==> src/rtl/module_input_reader_pkg.sv <==
// Shared types and widths for the board-input reader.
package pkg_input_reader;

  typedef enum logic {
    ST_STABLE   = 1'b0,
    ST_CHANGING = 1'b1
  } state_t;

  localparam int PRESS_CNT_W = 6;

endpackage

==> src/rtl/module_input_reader_sync2.sv <==
// Two-flop synchronizer bank. Both stages reset to RESET_VAL.
module module_sync2 #(
  parameter int               WIDTH     = 4,
  parameter logic [WIDTH-1:0] RESET_VAL = '1
) (
  input  logic             clk,
  input  logic             rst,
  input  logic [WIDTH-1:0] d,
  output logic [WIDTH-1:0] q
);

  logic [WIDTH-1:0] meta;

  always_ff @(posedge clk) begin
    if (rst) begin
      meta <= RESET_VAL;
      q    <= RESET_VAL;
    end else begin
      meta <= d;
      q    <= meta;
    end
  end

endmodule

==> src/rtl/module_input_reader.sv <==
// Debounces a bank of active-low board inputs as a group and reports
// committed changes with a one-cycle strobe, rise/fall masks and a press counter.
module module_input_reader
  import pkg_input_reader::*;
#(
  parameter int WIDTH    = 4,
  parameter int DEBOUNCE = 270000
) (
  input  logic                   clk,
  input  logic                   rst,
  input  logic [WIDTH-1:0]       in_n_i,
  output logic [WIDTH-1:0]       data_o,
  output logic                   valid_o,
  output logic [WIDTH-1:0]       rise_o,
  output logic [WIDTH-1:0]       fall_o,
  output logic                   stable_o,
  output logic [PRESS_CNT_W-1:0] press_count_o
);

  localparam int              CNT_W    = (DEBOUNCE > 1) ? $clog2(DEBOUNCE) : 1;
  localparam logic [CNT_W-1:0] CNT_LAST = CNT_W'(DEBOUNCE - 1);

  state_t           state;
  logic [CNT_W-1:0] cnt;
  logic [WIDTH-1:0] cand;
  logic [WIDTH-1:0] sync_q;
  logic [WIDTH-1:0] s;
  logic [WIDTH-1:0] rise_next;
  logic [WIDTH-1:0] fall_next;

  module_sync2 #(
    .WIDTH     (WIDTH),
    .RESET_VAL ({WIDTH{1'b1}})
  ) u_sync (
    .clk (clk),
    .rst (rst),
    .d   (in_n_i),
    .q   (sync_q)
  );

  assign s         = ~sync_q;
  assign rise_next = cand & ~data_o;
  assign fall_next = ~cand & data_o;
  assign stable_o  = (state == ST_STABLE);

  always_ff @(posedge clk) begin
    if (rst) begin
      state         <= ST_STABLE;
      cnt           <= '0;
      cand          <= '0;
      data_o        <= '0;
      valid_o       <= 1'b0;
      rise_o        <= '0;
      fall_o        <= '0;
      press_count_o <= '0;
    end else begin
      valid_o <= 1'b0;
      rise_o  <= '0;
      fall_o  <= '0;
      case (state)
        ST_STABLE: begin
          if (s != data_o) begin
            cand  <= s;
            cnt   <= '0;
            state <= ST_CHANGING;
          end
        end
        ST_CHANGING: begin
          // Any movement of the sampled bank restarts the stability window.
          if (s != cand) begin
            cand <= s;
            cnt  <= '0;
          end else if (cnt == CNT_LAST) begin
            state <= ST_STABLE;
            if (cand != data_o) begin
              data_o  <= cand;
              valid_o <= 1'b1;
              rise_o  <= rise_next;
              fall_o  <= fall_next;
              if (rise_next != '0) begin
                press_count_o <= press_count_o + PRESS_CNT_W'(1);
              end
            end
          end else begin
            cnt <= cnt + CNT_W'(1);
          end
        end
        default: state <= ST_STABLE;
      endcase
    end
  end

endmodule

==> config.mk <==
export PLATFORM = sky130hd
export DESIGN_NAME = module_input_reader
export DESIGN_NICKNAME = d
export VERILOG_FILES = /design/src/rtl/module_input_reader_pkg.sv /design/src/rtl/module_input_reader_sync2.sv /design/src/rtl/module_input_reader.sv
export SDC_FILE = /design/constraint.sdc
export NUM_CORES = 1
export LEC_CHECK = 0
export ABC_CLOCK_PERIOD_IN_PS = 2900
export BUFFER_PORTS_ARGS = -buffer_cell sky130_fd_sc_hd__buf_2
export CORE_MARGIN = 2
export CORE_UTILIZATION = 45
export DETAILED_ROUTE_END_ITERATION = 16
export HOLD_SLACK_MARGIN = 0.02
export SETUP_SLACK_MARGIN = 0.2
export SLEW_MARGIN = 40
export SYNTH_ARGS = -nofsm -noshare
export SYNTH_HDL_FRONTEND = slang
export SYNTH_SLANG_ARGS = --single-unit
==> constraint.sdc <==
create_clock -name clk -period 2.9 [get_ports clk]
set_input_delay 0.435 -clock clk [delete_from_list [all_inputs] [get_ports clk]]
set_output_delay 0.435 -clock clk [all_outputs]
set_load 0.01 [all_outputs]
==> results.py <==
metrics = {
    "status": {
        "status": "finished clean",
    },
    "grt": {
        "grt_pass1_vias": 1822,
        "grt.overflow.total": 0,
        "antenna_found_initial": 0,
        "grt_max_degree": 28,
        "grt_pass1_wl_microns": 9032,
        "grt_usage": 0.1865,
    },
    "synthesis": {
        "yosysTopAreaCellShare": 0.4180,
        "syn_area_sq_um": 2442,
        "syn_nets": 282,
        "synth_top_cells_by_area": "dfxtp_1 42%, ha_1 5.6%, xor2_1 3.9%",
        "synth_ff_type": "dfxtp_1",
        "syn_inst": 265,
        "synth_area_per_cell_sq_um": 9.216,
        "ys_ff_latch": 51,
        "yosys.area.top_type": "dfxtp_1",
        "seq_area_frac_synth": 0.4180,
        "async_flop_share": 0,
        "ys_warn_count": 0,
        "synth_edf_count": 0,
        "synth_cell_types": 50,
    },
    "clock_tree": {
        "cts_made_buffers": 5,
        "clk_pin_slew_ns": 0.09,
        "postCtsHoldBufs": 0,
        "clock_latency_ns": 0.30,
        "ctsResizeCount": 0,
        "cts.path.max_buffers": 2,
        "cts_tree": "yes",
        "clock_sinks": 51,
        "htree_levels": 2,
        "cts_setup_buffers": 0,
        "ctsRootBufferMaster": "clkbuf_8",
    },
    "die": {
        "die_x_microns": 77.67,
        "rows": 26,
        "io_pins": 26,
        "die_y_microns": 77.67,
        "die-area_sq_um": 6033,
        "start_util": 0.4722,
        "core_region_area_sq_um": 5172,
    },
    "timing": {
        "drv_slew": 0,
        "hold_violations": 0,
        "fin_crit_sh": 0.8297,
        "fin_ws_ns": 0.4940,
        "tightest_slew_ns": 0.5914,
        "rsz0062_at_grt": "no",
        "relSlewSlack": 0.6021,
        "fin_crit_ns": 2.406,
        "fin_setup_tns_ns": 0,
        "worst_clock_skew_ns": 0.004178,
        "fmax_ghz": 0.4156,
        "setup_viol": 0,
    },
    "route": {
        "via_per_inst": 5.568,
        "wirelength_microns": 5221,
        "vias": 2010,
        "drt.antenna.violating_nets": 0,
        "drt_iter0_markers": 147,
        "routedWlPerCell_microns": 14.46,
        "drc_errors": 0,
        "drtPass1Iterations": 4,
    },
    "min_path": {
        "hold_class": "input pin to register",
        "hold_depth": 2,
    },
    "placement": {
        "gp_congestion": 0.8026,
        "dp_slack_ns": 0.4846,
        "port-buffer-count": 25,
        "dp_hpwl_microns": 3818,
    },
    "pwr": {
        "leakagePower_uw": 0.0009829,
        "p_per_area_nw_per_um2": 471.9,
        "report.power.total_uw": 1279,
        "ir_drop_uv": 310.8,
    },
    "worst_setup_path": {
        "rr_worst_depth": 7,
        "r2r_slack_ns": 0.49,
        "cp-start-kind": "register",
        "required_ns": 3.10,
        "cp_max_fo": 10,
        "cp-end-kind": "register",
        "cp.arrival_ns": 2.61,
        "criticalPathCategory": "register to register",
    },
    "flow_run": {
        "max-cap-violations": 0,
    },
    "final_layout": {
        "syn2layout_area_growth_pct": 11.01,
        "nets": 307,
        "final_common_cell": "dfxtp_1",
        "fill_cells": 493,
        "n_antenna_cell": 0,
        "final_cell_mix": "51 x dfxtp_1, 25 x buf_2, 17 x a21oi_1, 17 x nor2_1",
        "drive_gt1_frac": 0.1615,
    },
}
[power by group]
group,internal [uW],switching (uW)
Sequential,715,19.5
Combinational,50.6,97.2
Clock,169,228
[worst max-delay path, cell delays in order, from the launching register on]
cell	delay (ns)
dfxtp_1	0.41
inv_1	0.07
ha_1	0.30
and4_1	0.29
nor4b_1	0.49
nand4_4	0.24
o31a_1	0.32
o21a_1	0.18
[registers in the layout, indices dropped and copies added, names as in the netlist]
name / cells
valid_o: 1
u_sync.meta: 4
cnt: 19
cand: 4
rise_o: 4
fall_o: 4
u_sync.q: 4
data_o: 4
press_count_o: 6
state: 1
[through the flow]
| step | cells | util | instance area (sq um) | hold WS, ns |
|---|---|---|---|---|
| global placement | 353 | 0.5077 | 2626 | 0.3912 |
| global route | 361 | 0.5242 | 2711 | 0.2980 |
| floorplan | 265 | - | 2442 | 0.3895 |
| CTS | 361 | 0.5242 | 2711 | 0.2998 |
| detailed placement | 353 | 0.5077 | 2626 | 0.3949 |
| finish | 361 | 0.5242 | 2711 | 0.3077 |
[layer usage]
layer | GRT usage | vias to the layer above | wire, microns
met2 | 0.2836 | 44 | 2325
li1 | - | 1017 | -
met3 | 0.03953 | 5 | 256
met1 | 0.2656 | 944 | 2573
met5 | 0 | - | 0
met4 | 0.05357 | 0 | 65
[path summary, 6_finish.rpt]
check / startpoint / to
worst min-delay path: in_n_i[0] / u_sync.meta[0]$_SDFF_PP1_
worst min register to register: u_sync.meta[1]$_SDFF_PP1_ / u_sync.q[1]$_SDFF_PP1_
worst max register to register: data_o[1]$_SDFFE_PP0P_ / press_count_o[5]$_SDFFE_PP0P_
worst max-delay path: data_o[1]$_SDFFE_PP0P_ / press_count_o[5]$_SDFFE_PP0P_
[cells by family (layout without fill, tap and decap cells)]
| group | after synthesis | after routing | share of synthesized area |
|---|---|---|---|
| muxes | 3 | 3 | 0.01230 |
| and+or+nand+nor | 106 | 106 | 0.2695 |
| adders and majority gates | 11 | 11 | 0.05635 |
| AOI/OAI and AO/OA | 57 | 57 | 0.1516 |
| DFF | 51 | 51 | 0.4180 |
| xor gates and xnor gates | 16 | 16 | 0.05738 |
| buffers and inverters | 21 | 47 | 0.03484 |
[synthesized netlist by cell type (3+ instances only)]
cell and count:
and2_1 8, xor2_1 11, ha_1 11, or2_2 8, a211oi_1 7, inv_1 13
nor4b_1 4, dfxtp_1 51, a21oi_1 17, nand3_1 9, nand2_1 14, xnor2_1 5
or3_1 7, mux2i_1 3, nand4_1 11, or4_1 3, nor2_1 17, o21ai_0 14
nand2b_1 3, and4_1 3, o2111ai_1 4, clkbuf_1 4, nor4_1 5
[layout make-up]
class / instances / area, sq um / share of cell area
Tap cell: 70 / 87.58 / 0.03230
Clock inverter: 2 / 12.51 / 0.004615
Timing Repair Buffer: 26 / 132.6 / 0.04892
Inverter: 13 / 48.80 / 0.01800
Multi-Input combinational cell: 193 / 1336 / 0.4928
Clock buffer: 6 / 72.57 / 0.02677
Sequential cell: 51 / 1021 / 0.3766
(Power assumes the default switching activity.)
